### config.mk
export PLATFORM = sky130hd
export DESIGN_NAME = fpga_conf_ctrl
export DESIGN_NICKNAME = d
export VERILOG_FILES = /design/src/rtl/fpga_conf_ctrl.sv
export SDC_FILE = /design/constraint.sdc
export NUM_CORES = 1
export LEC_CHECK = 0
export ABC_AREA = 1
export ABC_CLOCK_PERIOD_IN_PS = 1600
export BUFFER_PORTS_ARGS = -buffer_cell sky130_fd_sc_hd__clkbuf_2
export CELL_PAD_IN_SITES_DETAIL_PLACEMENT = 0
export CELL_PAD_IN_SITES_GLOBAL_PLACEMENT = 1
export CORE_MARGIN = 8
export CORE_UTILIZATION = 45
export DETAILED_ROUTE_END_ITERATION = 12
export GPL_ROUTABILITY_DRIVEN = 0
export GPL_TIMING_DRIVEN = 1
export HOLD_SLACK_MARGIN = 0.15
export PLACE_DENSITY = 0.88
export SLEW_MARGIN = 20
export SYNTH_ARGS = -nofsm -noshare
export SYNTH_HDL_FRONTEND = slang
export SYNTH_SLANG_ARGS = --single-unit
### constraint.sdc
create_clock -name ck_1356meg -period 1.6 [get_ports ck_1356meg]
set_input_delay 0.32 -clock ck_1356meg [delete_from_list [all_inputs] [get_ports ck_1356meg]]
set_output_delay 0.32 -clock ck_1356meg [all_outputs]
set_load 0.01 [all_outputs]
### src/rtl/fpga_conf_ctrl.sv
// FPGA configuration controller: oversampled SPI command receiver with
// glitch-free major-mode sequencing (quiet guard interval before commit).
module fpga_conf_ctrl #(
    parameter int GUARD_CYCLES = 16,
    parameter int SYNC_STAGES  = 2
) (
    input  logic       ck_1356meg,
    input  logic       nreset,
    input  logic       spck,
    input  logic       mosi,
    input  logic       ncs,
    output logic [7:0] conf_word,
    output logic [2:0] major_mode,
    output logic [7:0] divisor,
    output logic       mode_quiet,
    output logic       busy,
    output logic       cmd_err
);

    localparam logic [7:0] CONF_RST   = 8'hE0;
    localparam logic [3:0] OP_CONF    = 4'b0001;
    localparam logic [3:0] OP_DIV     = 4'b0010;
    localparam logic [7:0] GUARD_LOAD = 8'(GUARD_CYCLES - 1);
    localparam logic [4:0] BITS_FULL  = 5'd16;
    localparam logic [4:0] BITS_SAT   = 5'd17;

    typedef enum logic [1:0] {
        ST_IDLE   = 2'd0,
        ST_QUIET  = 2'd1,
        ST_COMMIT = 2'd2
    } state_t;

    // ------------------------------------------------------------------
    // Pin synchronizers and edge detection
    // ------------------------------------------------------------------
    logic [SYNC_STAGES-1:0] spck_sync_q, spck_sync_d;
    logic [SYNC_STAGES-1:0] mosi_sync_q, mosi_sync_d;
    logic [SYNC_STAGES-1:0] ncs_sync_q,  ncs_sync_d;
    logic                   spck_prev_q, spck_prev_d;
    logic                   ncs_prev_q,  ncs_prev_d;
    logic                   spck_s, mosi_s, ncs_s;
    logic                   spck_rise, ncs_fall, ncs_rise;

    always_comb begin
        spck_sync_d = {spck_sync_q[SYNC_STAGES-2:0], spck};
        mosi_sync_d = {mosi_sync_q[SYNC_STAGES-2:0], mosi};
        ncs_sync_d  = {ncs_sync_q[SYNC_STAGES-2:0],  ncs};
        spck_prev_d = spck_s;
        ncs_prev_d  = ncs_s;
    end

    assign spck_s    = spck_sync_q[SYNC_STAGES-1];
    assign mosi_s    = mosi_sync_q[SYNC_STAGES-1];
    assign ncs_s     = ncs_sync_q[SYNC_STAGES-1];
    assign spck_rise = spck_s & ~spck_prev_q;
    assign ncs_fall  = ~ncs_s & ncs_prev_q;
    assign ncs_rise  = ncs_s & ~ncs_prev_q;

    // ncs resets high so a released reset never fakes a frame start
    always_ff @(posedge ck_1356meg or negedge nreset) begin
        if (!nreset) begin
            spck_sync_q <= '0;
            mosi_sync_q <= '0;
            ncs_sync_q  <= '1;
            spck_prev_q <= 1'b0;
            ncs_prev_q  <= 1'b1;
        end else begin
            spck_sync_q <= spck_sync_d;
            mosi_sync_q <= mosi_sync_d;
            ncs_sync_q  <= ncs_sync_d;
            spck_prev_q <= spck_prev_d;
            ncs_prev_q  <= ncs_prev_d;
        end
    end

    // ------------------------------------------------------------------
    // Frame shift register and bit counter
    // ------------------------------------------------------------------
    logic [15:0] shift_q, shift_d;
    logic [4:0]  bit_cnt_q, bit_cnt_d;
    logic        shift_en;
    logic        frame_ok, frame_bad;
    logic        cfg_req, div_req;
    logic [7:0]  req_data;
    logic        unused_bits;

    assign shift_en = spck_rise & ~ncs_s;

    always_comb begin
        shift_d   = shift_q;
        bit_cnt_d = bit_cnt_q;
        if (shift_en) begin
            shift_d = {shift_q[14:0], mosi_s};
        end
        if (ncs_fall) begin
            bit_cnt_d = spck_rise ? 5'd1 : 5'd0;
        end else if (shift_en && bit_cnt_q != BITS_SAT) begin
            bit_cnt_d = bit_cnt_q + 5'd1;
        end
    end

    assign frame_ok    = ncs_rise && (bit_cnt_q == BITS_FULL);
    assign frame_bad   = ncs_rise && (bit_cnt_q != BITS_FULL);
    assign cfg_req     = frame_ok && (shift_q[15:12] == OP_CONF);
    assign div_req     = frame_ok && (shift_q[15:12] == OP_DIV);
    assign req_data    = shift_q[7:0];
    // Bits [11:8] carry no meaning for either command
    assign unused_bits = ^shift_q[11:8];

    always_ff @(posedge ck_1356meg or negedge nreset) begin
        if (!nreset) begin
            shift_q   <= '0;
            bit_cnt_q <= '0;
        end else begin
            shift_q   <= shift_d;
            bit_cnt_q <= bit_cnt_d;
        end
    end

    // ------------------------------------------------------------------
    // Divisor register and error pulse
    // ------------------------------------------------------------------
    logic [7:0] div_q, div_d;
    logic       err_q, err_d;

    always_comb begin
        div_d = div_q;
        err_d = frame_bad;
        if (div_req) begin
            div_d = req_data;
        end
    end

    always_ff @(posedge ck_1356meg or negedge nreset) begin
        if (!nreset) begin
            div_q <= '0;
            err_q <= 1'b0;
        end else begin
            div_q <= div_d;
            err_q <= err_d;
        end
    end

    // ------------------------------------------------------------------
    // Confreg sequencer
    // ------------------------------------------------------------------
    state_t     state_q, state_d;
    logic [7:0] conf_q, conf_d;
    logic [7:0] pending_q, pending_d;
    logic [7:0] guard_q, guard_d;
    logic       quiet_q, quiet_d;

    // The new word lands on entry to COMMIT; COMMIT is the one extra quiet
    // cycle before outputs are released, and accepts requests like IDLE.
    always_comb begin
        state_d   = state_q;
        conf_d    = conf_q;
        pending_d = pending_q;
        guard_d   = guard_q;
        case (state_q)
            ST_IDLE, ST_COMMIT: begin
                state_d = ST_IDLE;
                if (cfg_req) begin
                    if (req_data[7:5] == conf_q[7:5]) begin
                        conf_d = req_data;
                    end else begin
                        pending_d = req_data;
                        guard_d   = GUARD_LOAD;
                        state_d   = ST_QUIET;
                    end
                end
            end
            ST_QUIET: begin
                if (cfg_req) begin
                    pending_d = req_data;
                    guard_d   = GUARD_LOAD;
                end else if (guard_q == 8'd0) begin
                    conf_d  = pending_q;
                    state_d = ST_COMMIT;
                end else begin
                    guard_d = guard_q - 8'd1;
                end
            end
            default: state_d = ST_IDLE;
        endcase
        quiet_d = (state_d != ST_IDLE);
    end

    always_ff @(posedge ck_1356meg or negedge nreset) begin
        if (!nreset) begin
            state_q   <= ST_IDLE;
            conf_q    <= CONF_RST;
            pending_q <= '0;
            guard_q   <= '0;
            quiet_q   <= 1'b0;
        end else begin
            state_q   <= state_d;
            conf_q    <= conf_d;
            pending_q <= pending_d;
            guard_q   <= guard_d;
            quiet_q   <= quiet_d;
        end
    end

    assign conf_word  = conf_q;
    assign major_mode = conf_q[7:5];
    assign divisor    = div_q;
    assign mode_quiet = quiet_q;
    assign busy       = (state_q != ST_IDLE);
    assign cmd_err    = err_q;

endmodule

==> impl_metrics.yaml, run 1 <==
routing:
  drtIter0Drc: 94
  drcViolationCount: 0
  ant_nets: 0
  vias: 2495
  routed_wl_um: 6694
  firstDrtPassIters: 4
  routed_via_density: 5.010
  wl_per_cell_um: 13.44
setup_path:
  critPathTopFamily: "simple AND/OR/NAND/NOR gates"
  timing.rr.start: "bit_cnt_q[1]"
  r2r_slack_ns: 0.04
  critPathKind: "register to register"
  crit_buf_inv: 3
  ff2ff_path_depth: 11
  start_kind: "register"
  crit_arrival_ns: 1.84
  required_ns: 1.88
  endpoint_kind: "register"
  critical_path.slowest_cell: "dfrtp_1"
  path_max_fanout: 8
  path_cells: "inv_2, ha_4, nand2_2, inv_2, nand3_2, nor2_4, nand2_2, nand2_4, buf_6, nand3_1, nand2_1"
  slowest_delay_ns: 0.41
  r2r-end: "conf_word[7]"
min_path:
  hold_start: "mosi_sync_q[0]"
  whs_endpoint: "mosi_sync_q[1]"
  whs_path_depth: 0
  hold_path_class: "register to register"
timing:
  setup_viol: 0
  clock_skew_ns: 0.005615
  fin_ws_ns: 0.04015
  timing.final.crit_period_ns: 1.560
  min_period_over_period: 0.9749
  relSlewSlack: 0.7633
  grt_setup_unrepaired: "yes"
  hold_violations: 0
  worstMarginPinSlew_ns: 0.3523
  slew_violations: 0
  fmax_mhz: 641.1
power_and_ir_drop:
  p_leak_nw: 1.963
  ir_drop_mv: 0.7076
  p_per_area_nw_per_um2: 1006
  total_power_mw: 3.841
synthesis:
  yosysTopAreaCell: "dfrtp_1"
  ys_types: 28
  synth_top_area_frac: 0.4752
  syn_area_per_cell_um2: 8.751
  yosys_warnings: 0
  synthesis.area_um2: 3107
  synthTopCellsByArea: "dfrtp_1, nand2_1, nand3_1, dfstp_2, o21ai_0"
  synthCells: 355
  synth-seq-cells: 65
  ys_seq_area_frac: 0.5260
  synth_nets: 365
global_routing:
  grt_pass1_wl_um: 11490
  grt_max_degree: 66
  antenna_found_initial: 0
  grt_pass1_vias: 2466
  overflow: 0
  gr-usage-all-layers: 0.1431
final_layout:
  antenna_cells: 0
  num-fill-cells: 598
  stdcell_count: 498
  num-nets-final: 423
  postLayoutCellArea_um2: 3817
  area_delta_synth_final_pct: 22.88
  drive_above_1_share: 0.2799
floorplanning:
  rows: 30
  fp.coreArea_um2: 6756
  ios: 27
  die_area_um2: 9819
  die_width_um: 99.09
  start_util: 0.4598
  die_height_um: 99.09
place:
  dp_cells: 467
  pre_cts_slack_ns: -0.009106
  hpwl_um: 4477
  portBuffers: 26
  dpl_cell_area_um2: 3401
clock_tree:
  htreeDepth: 3
  cts_tree: "built"
  path_clk_slew_ns: 0.07
  max-clock-path-buffers: 2
  cts_num_sinks: 65
  cts-root-buf: "clkbuf_8"
  numCtsBuffers: 9
  worstSkewPairLatency_ns: 0.33
flow_run:
  max_cap_violations: 0
outcome:
  outcome: "finished clean"
-- worst max path at each step --
stage | end | slack (ns) | start | depth (start not counted)
6_report | conf_word[7] | 0.04 | bit_cnt_q[1] | 11
5_1_grt | conf_word[7] | -0.04 | bit_cnt_q[1] | 11
4_1_cts | conf_word[1] | 0.005 | bit_cnt_q[1] | 11
3_5_place_dp | conf_word[0] | -0.009 | guard_q[0] | 9
3_3_place_gp | conf_word[1] | 0.05 | bit_cnt_q[1] | 11
2_1_floorplan | conf_word[0] | 0.14 | guard_q[0] | 9
-- layer usage --
layer | track usage | vias to the layer above | share of wire
met3 | 0.03492 | 8 | 0.028
met1 | 0.1807 | 1206 | 0.47
li1 | - | 1253 | -
met4 | 0.05122 | 0 | 0.017
met2 | 0.2328 | 28 | 0.48
met5 | 0 | - | 0
-- cell type report --
class / instances / area (um2) / area share
sequential: 65 / 1634 / 0.4281
tap: 80 / 100.1 / 0.02622
multi-input combinational: 248 / 1358 / 0.3556
timing repair buffer: 56 / 394.1 / 0.1032
inverter: 33 / 126.4 / 0.03310
clock buffer: 10 / 137.6 / 0.03605
clock inverter: 6 / 67.56 / 0.01770
-- where the power goes --
part | switching, mW | total, mW | internal (mW)
clock network | 0.661 | 1.43 | 0.764
registers | 0.0723 | 1.80 | 1.73
logic | 0.372 | 0.614 | 0.242
total | 1.11 | 3.84 | 2.74
-- cells in the mapped netlist --
cell type	count
a21oi_1	1
a21oi_4	1
buf_2	1
buf_4	4
buf_6	2
clkbuf_1	3
dfrtp_1	59
dfstp_2	6
ha_1	5
inv_1	28
inv_2	4
inv_4	1
nand2_1	112
nand2_2	5
nand2_4	4
nand3_1	47
nand3_2	3
nand3_4	3
nand4_1	2
nor2_1	14
nor2_2	2
nor2_4	7
nor3_1	5
o21ai_0	30
o21ai_1	1
o31ai_1	1
xnor2_1	2
xor2_1	2
-- layout by cell type, fill, tap and decap left out, types with 7 or more instances in the layout --
cell type / netlist / layout
o21ai_0: 30 / 30
inv_1: 28 / 23
buf_4: 4 / 23
nor2_1: 14 / 14
inv_2: 4 / 9
clkbuf_2: 0 / 25
dfrtp_1: 59 / 59
nand3_1: 47 / 46
nand2_1: 112 / 109
clkbuf_8: 0 / 10
nor2_4: 7 / 7
-- timing repair --
action / 4_1_cts / 5_1_grt
cloned: 1 / 0
resized for setup: 0 / 19
endpoints found under the setup margin: 5 / 33
hold buffers: 4 / 0
hold endpoints to repair: 62 / 0
buffers inserted: 1 / 9
pin swaps: 2 / 11
-- sequential cells by signal (all words and copies together), names as in the netlist --
signal	flops
spck_sync_q	2
mosi_sync_q	2
mode_quiet	1
pending_q	8
cmd_err	1
bit_cnt_q	5
state_q	2
ncs_sync_q	2
spck_prev_q	1
conf_word	8
ncs_prev_q	1
guard_q	8
divisor	8
shift_q	16
-- metrics by stage --
step	hold WS, ns	TNS (ns)	utilization
after floorplan	0.02441	0	-
after global routing	0.3642	-0.3008	0.5650
after detailed placement	0.3402	-0.02749	0.5033
after CTS	0.3575	0	0.5420
after global placement	0.3347	0	0.5033
final	0.3532	0	0.5650
-- kinds of logic after synthesis --
| logic type | Yosys count | share of synthesized area |
|---|---|---|
| buffers and inverters | 43 | 0.06282 |
| adder cells (fa/ha/maj) | 5 | 0.02014 |
| flip-flops | 65 | 0.5260 |
| AND/OR/NAND/NOR | 204 | 0.3206 |
| AO/OA/AOI/OAI | 34 | 0.05920 |
| XOR/XNOR | 4 | 0.01128 |
(Power assumes the default switching activity.)
==> run 2, diff against run 1 <==
Settings changed: CORE_ASPECT_RATIO set to 1.5.
==> run 2 against run 1 <==
Against the previous run: via count rose by 0.44%; non-clock buffer count shrank 3; utilization increased by 0.66 points; die area is 0.56% higher; sequential power about the same; register-to-register slack about the same; wire length down 2.2%; clock skew up 0.011 ns; worst setup slack improved by 0.0077 ns; cell count is 0.80% lower; global-route usage down 0.55 points; design area up 1.2%; critical endpoint is now conf_word[1]; highest routed layer unchanged.
==> impl_metrics.yaml, run 2 (synthesized netlist as in run 1, its figures left out) <==
routing:
  drtIter0Drc: 111
  routed_via_density: 5.073
  drcViolationCount: 0
  ant_nets: 0
  wl_per_cell_um: 13.26
  routed_wl_um: 6548
  vias: 2506
  firstDrtPassIters: 4
setup_path:
  crit_buf_inv: 2
  crit_arrival_ns: 1.78
  critPathKind: "register to register"
  slowest_delay_ns: 0.40
  required_ns: 1.83
  start_kind: "register"
  path_cells: "inv_2, ha_4, nand2_4, inv_2, nand3_2, nor2_4, nand2_2, nand2_4, nand2_8, nand2_1, nand2_1"
  critical_path.slowest_cell: "dfrtp_1"
  critPathTopFamily: "simple AND/OR/NAND/NOR gates"
  path_max_fanout: 8
  endpoint_kind: "register"
global_routing:
  grt_pass1_wl_um: 11330
  antenna_found_initial: 0
  gr-usage-all-layers: 0.1376
  overflow: 0
  grt_pass1_vias: 2480
  grt_max_degree: 28
floorplanning:
  die_area_um2: 9873
  rows: 37
  ios: 27
  start_util: 0.4596
  fp.coreArea_um2: 6759
  die_height_um: 117.8
  die_width_um: 83.84
clock_tree:
  worstSkewPairLatency_ns: 0.34
  max-clock-path-buffers: 2
  path_clk_slew_ns: 0.07
  numCtsBuffers: 9
  cts_tree: "built"
  cts-root-buf: "clkbuf_8"
  cts_num_sinks: 65
  htreeDepth: 3
place:
  hpwl_um: 4643
  dp_cells: 462
  dpl_cell_area_um2: 3388
  portBuffers: 26
  pre_cts_slack_ns: -0.01866
timing:
  relSlewSlack: 0.7656
  timing.final.crit_period_ns: 1.552
  fmax_mhz: 644.2
  min_period_over_period: 0.9701
  clock_skew_ns: 0.01690
  worstMarginPinSlew_ns: 0.3489
  grt_setup_unrepaired: "yes"
  fin_ws_ns: 0.04780
  setup_viol: 0
  slew_violations: 0
  hold_violations: 0
final_layout:
  num-nets-final: 421
  drive_above_1_share: 0.2861
  area_delta_synth_final_pct: 24.37
  num-fill-cells: 637
  postLayoutCellArea_um2: 3864
  fin_util: 0.5716
  multi_input_area_um2: 1403
  final_common_cell: "nand2_1"
  stdcell_count: 494
  largest_reg_flops: 16
  final_cell_mix: "nand2_1, dfrtp_1, nand3_1, o21ai_0, clkbuf_2"
  antenna_cells: 0
  regArea_um2: 1634
  top_register: "shift_q"
power_and_ir_drop:
  ir_drop_mv: 0.7916
  pwr-share-seq: 0.456
  p_leak_nw: 1.979
  clockPowerShare: 0.377
  p_sw_mw: 1.076
  p_per_area_nw_per_um2: 1024
  p_int_mw: 2.881
  netSwitchingFraction: 0.2720
  total_power_mw: 3.958
  p_comb_frac: 0.167
outcome:
  outcome: "finished clean"
min_path:
  hold_path_class: "register to register"
flow_run:
  max_cap_violations: 0
## run 2: changes by cell type in the layout (fill, tap and decap cells not counted), moves of 2 or more
cell | before | now
buf_4 | 23 | 17
nor2_2 | 2 | 4
buf_6 | 1 | 3
clkinvlp_4 | 2 | 0
nand2_2 | 6 | 8
clkinv_2 | 1 | 3
nand3_4 | 4 | 6
nand2_1 | 109 | 106
nand2_4 | 5 | 7
nor2_1 | 14 | 12
## run 2: power groups by stage
stage                     sequential, mW  clock, mW  combinational [mW]
after floorplan                     1.82          0               0.294
after global placement              1.83          0               0.446
after detailed placement            1.83          0               0.460
after CTS                           1.80       1.53               0.529
after global routing                1.82       1.61               0.727
final                               1.81       1.49               0.662
## run 2: final timing paths
path / startpoint / endpoint / slack, ns / cells after the start
setup reg to reg: bit_cnt_q[1] / conf_word[1] / 0.05 / 11
min in group asynchronous: nreset / mode_quiet / 0.38 / 2
hold reg to reg: spck_sync_q[0] / spck_sync_q[1] / 0.35 / 0
max in group asynchronous: nreset / ncs_sync_q[0] / 0.69 / 3
setup / recovery: bit_cnt_q[1] / conf_word[1] / 0.05 / 11
hold / removal: spck_sync_q[0] / spck_sync_q[1] / 0.35 / 0
## run 2: area by class of cell
type,count,share of cell area
clock buffers,10,0.03303
clock inverters,6,0.02170
inverters,33,0.03271
multi-input cells,249,0.3630
flip-flops and latches,65,0.4229
well taps,78,0.02526
repair buffers,53,0.1014
## run 2: metrics by stage
step                      hold WS, ns  TNS (ns)
after floorplan               0.02441         0
after detailed placement       0.1873  -0.06873
after CTS                      0.3556         0
after global routing           0.3577   -0.3699
final                          0.3507         0
after global placement         0.1861         0
## run 2: metal layers
metal  routed length (um)  vias up  GRT usage
met5                    0        -          0
met4                  129        0    0.07050
met3                  236       12    0.04155
met2                 3333       31     0.2252
met1                 2849     1209     0.1571
li1                     -     1254          -
## run 2: repair_timing
item / 4_1_cts / 5_1_grt
endpoints found under the hold margin: 62 / 0
resized for setup: 0 / 31
setup endpoints to repair: 6 / 33
cloned: 0 / 2
setup buffers: 1 / 9
pin swaps: 2 / 11
hold buffers: 4 / 0
==> run 3, diff against run 2 <==
Settings changed: SETUP_SLACK_MARGIN set to 0.05.
==> run 3 against run 2 <==
Against the previous run: global-route usage grew 0.47 points; die area is the same; utilization grew 1.8 points; clock power is essentially flat; sequential share of layout area shrank 1.3 points; sequential power is essentially flat; non-clock buffer count grew 6; register-to-register slack is essentially flat.
==> impl_metrics.yaml, run 3 (synthesized netlist as in run 1, its figures left out) <==
final_layout:
  antenna_cells: 0
  num-fill-cells: 623
  final_cell_mix: "nand2_1, dfrtp_1, nand3_1, o21ai_0, clkbuf_2"
  largest_reg_flops: 16
  fin_util: 0.5900
  multi_input_area_um2: 1471
  area_delta_synth_final_pct: 28.35
  final_common_cell: "nand2_1"
  top_register: "shift_q"
  postLayoutCellArea_um2: 3988
  num-nets-final: 428
  drive_above_1_share: 0.3168
  regArea_um2: 1634
min_path:
  hold_path_class: "register to register"
global_routing:
  grt_pass1_wl_um: 11700
  grt_max_degree: 28
  grt_pass1_vias: 2548
  antenna_found_initial: 0
  gr-usage-all-layers: 0.1424
  overflow: 0
timing:
  hold_violations: 0
  timing.final.crit_period_ns: 1.540
  setup_viol: 0
  relSlewSlack: 0.7553
  clock_skew_ns: 0.01609
  worstMarginPinSlew_ns: 0.3643
  min_period_over_period: 0.9624
  fmax_mhz: 649.4
  slew_violations: 0
  grt_setup_unrepaired: "yes"
clock_tree:
  numCtsBuffers: 9
  cts-root-buf: "clkbuf_8"
  path_clk_slew_ns: 0.07
  worstSkewPairLatency_ns: 0.34
  max-clock-path-buffers: 2
  cts_tree: "built"
  htreeDepth: 3
  cts_num_sinks: 65
floorplanning:
  die_height_um: 117.8
  rows: 37
  start_util: 0.4596
  fp.coreArea_um2: 6759
  ios: 27
  die_area_um2: 9873
  die_width_um: 83.84
routing:
  drtIter0Drc: 147
  drcViolationCount: 0
  ant_nets: 0
  routed_wl_um: 6803
  wl_per_cell_um: 13.58
  routed_via_density: 5.070
  firstDrtPassIters: 5
  vias: 2540
outcome:
  outcome: "finished clean"
setup_path:
  endpoint_kind: "register"
  slowest_delay_ns: 0.41
  path_cells: "inv_2, ha_4, nand3_4, nor2_4, nor2_4, a21oi_4, buf_12, nand3_1, nand2_1"
  critPathKind: "register to register"
  start_kind: "register"
  critical_path.slowest_cell: "dfrtp_1"
  cpMostUsedCell: "nor2_4"
  crit_arrival_ns: 1.82
  path_max_fanout: 6
  required_ns: 1.89
power_and_ir_drop:
  ir_drop_mv: 0.7976
  p_leak_nw: 2.028
  p_per_area_nw_per_um2: 999.9
  total_power_mw: 3.987
place:
  hpwl_um: 4643
  portBuffers: 26
  dpl_cell_area_um2: 3388
flow_run:
  max_cap_violations: 0
==> run 3: area by class of cell <==
cell class / instances / area share
clock buffers: 10 / 0.03200
clock inverters: 6 / 0.02102
inverters: 33 / 0.03232
multi-input cells: 250 / 0.3690
flip-flops and latches: 65 / 0.4098
well taps: 78 / 0.02447
repair buffers: 59 / 0.1114
==> run 3: worst paths after layout <==
check,startpoint,end,slack (ns),cells after the start
setup / recovery,guard_q[0],conf_word[2],0.06,9
hold / removal,spck_sync_q[0],spck_sync_q[1],0.35,0
setup reg to reg,guard_q[0],conf_word[2],0.06,9
hold reg to reg,spck_sync_q[0],spck_sync_q[1],0.35,0
max in group asynchronous,nreset,ncs_sync_q[0],0.69,3
min in group asynchronous,nreset,mode_quiet,0.37,2
==> run 3: timing repair <==
item / in CTS / in global routing
gates cloned: 2 / 1
resized for setup: 10 / 35
pin swaps: 7 / 19
hold buffers: 4 / 0
hold endpoints to repair: 62 / 0
setup endpoints to repair: 25 / 30
setup buffers: 7 / 9
==> run 3: per-stage QoR <==
| step | setup TNS, ns | setup WS, ns | std cells | hold WS (ns) |
|---|---|---|---|---|
| floorplan | 0 | 0.1382 | 355 | 0.02441 |
| global placement | 0 | 0.02415 | 462 | 0.1861 |
| detailed placement | -0.06873 | -0.01866 | 462 | 0.1873 |
| CTS | 0 | 0.05388 | 491 | 0.3556 |
| global route | -0.1249 | -0.03040 | 501 | 0.3577 |
| finish | 0 | 0.06018 | 501 | 0.3502 |
==> run 3: layer usage <==
layer / GRT usage / wire (um) / up-vias
li1: - / - / 1265
met1: 0.1588 / 2927 / 1230
met2: 0.2392 / 3514 / 32
met3: 0.04224 / 237 / 13
met4: 0.06941 / 123 / 0
met5: 0 / 0 / -
==> run 3: where the power goes <==
part,switching (mW),internal (mW)
logic,0.407,0.287
clock network,0.617,0.872
registers,0.0737,1.73
total,1.10,2.89
==> run 3: critical path: cells and delay by family, from the launching register on <==
kind / cells / cell delay [ns]
and+or+nand+nor: 5 / 0.43
DFF: 1 / 0.41
buffers and inverters: 2 / 0.26
AOI/OAI and AO/OA: 1 / 0.25
adders and majority gates: 1 / 0.14
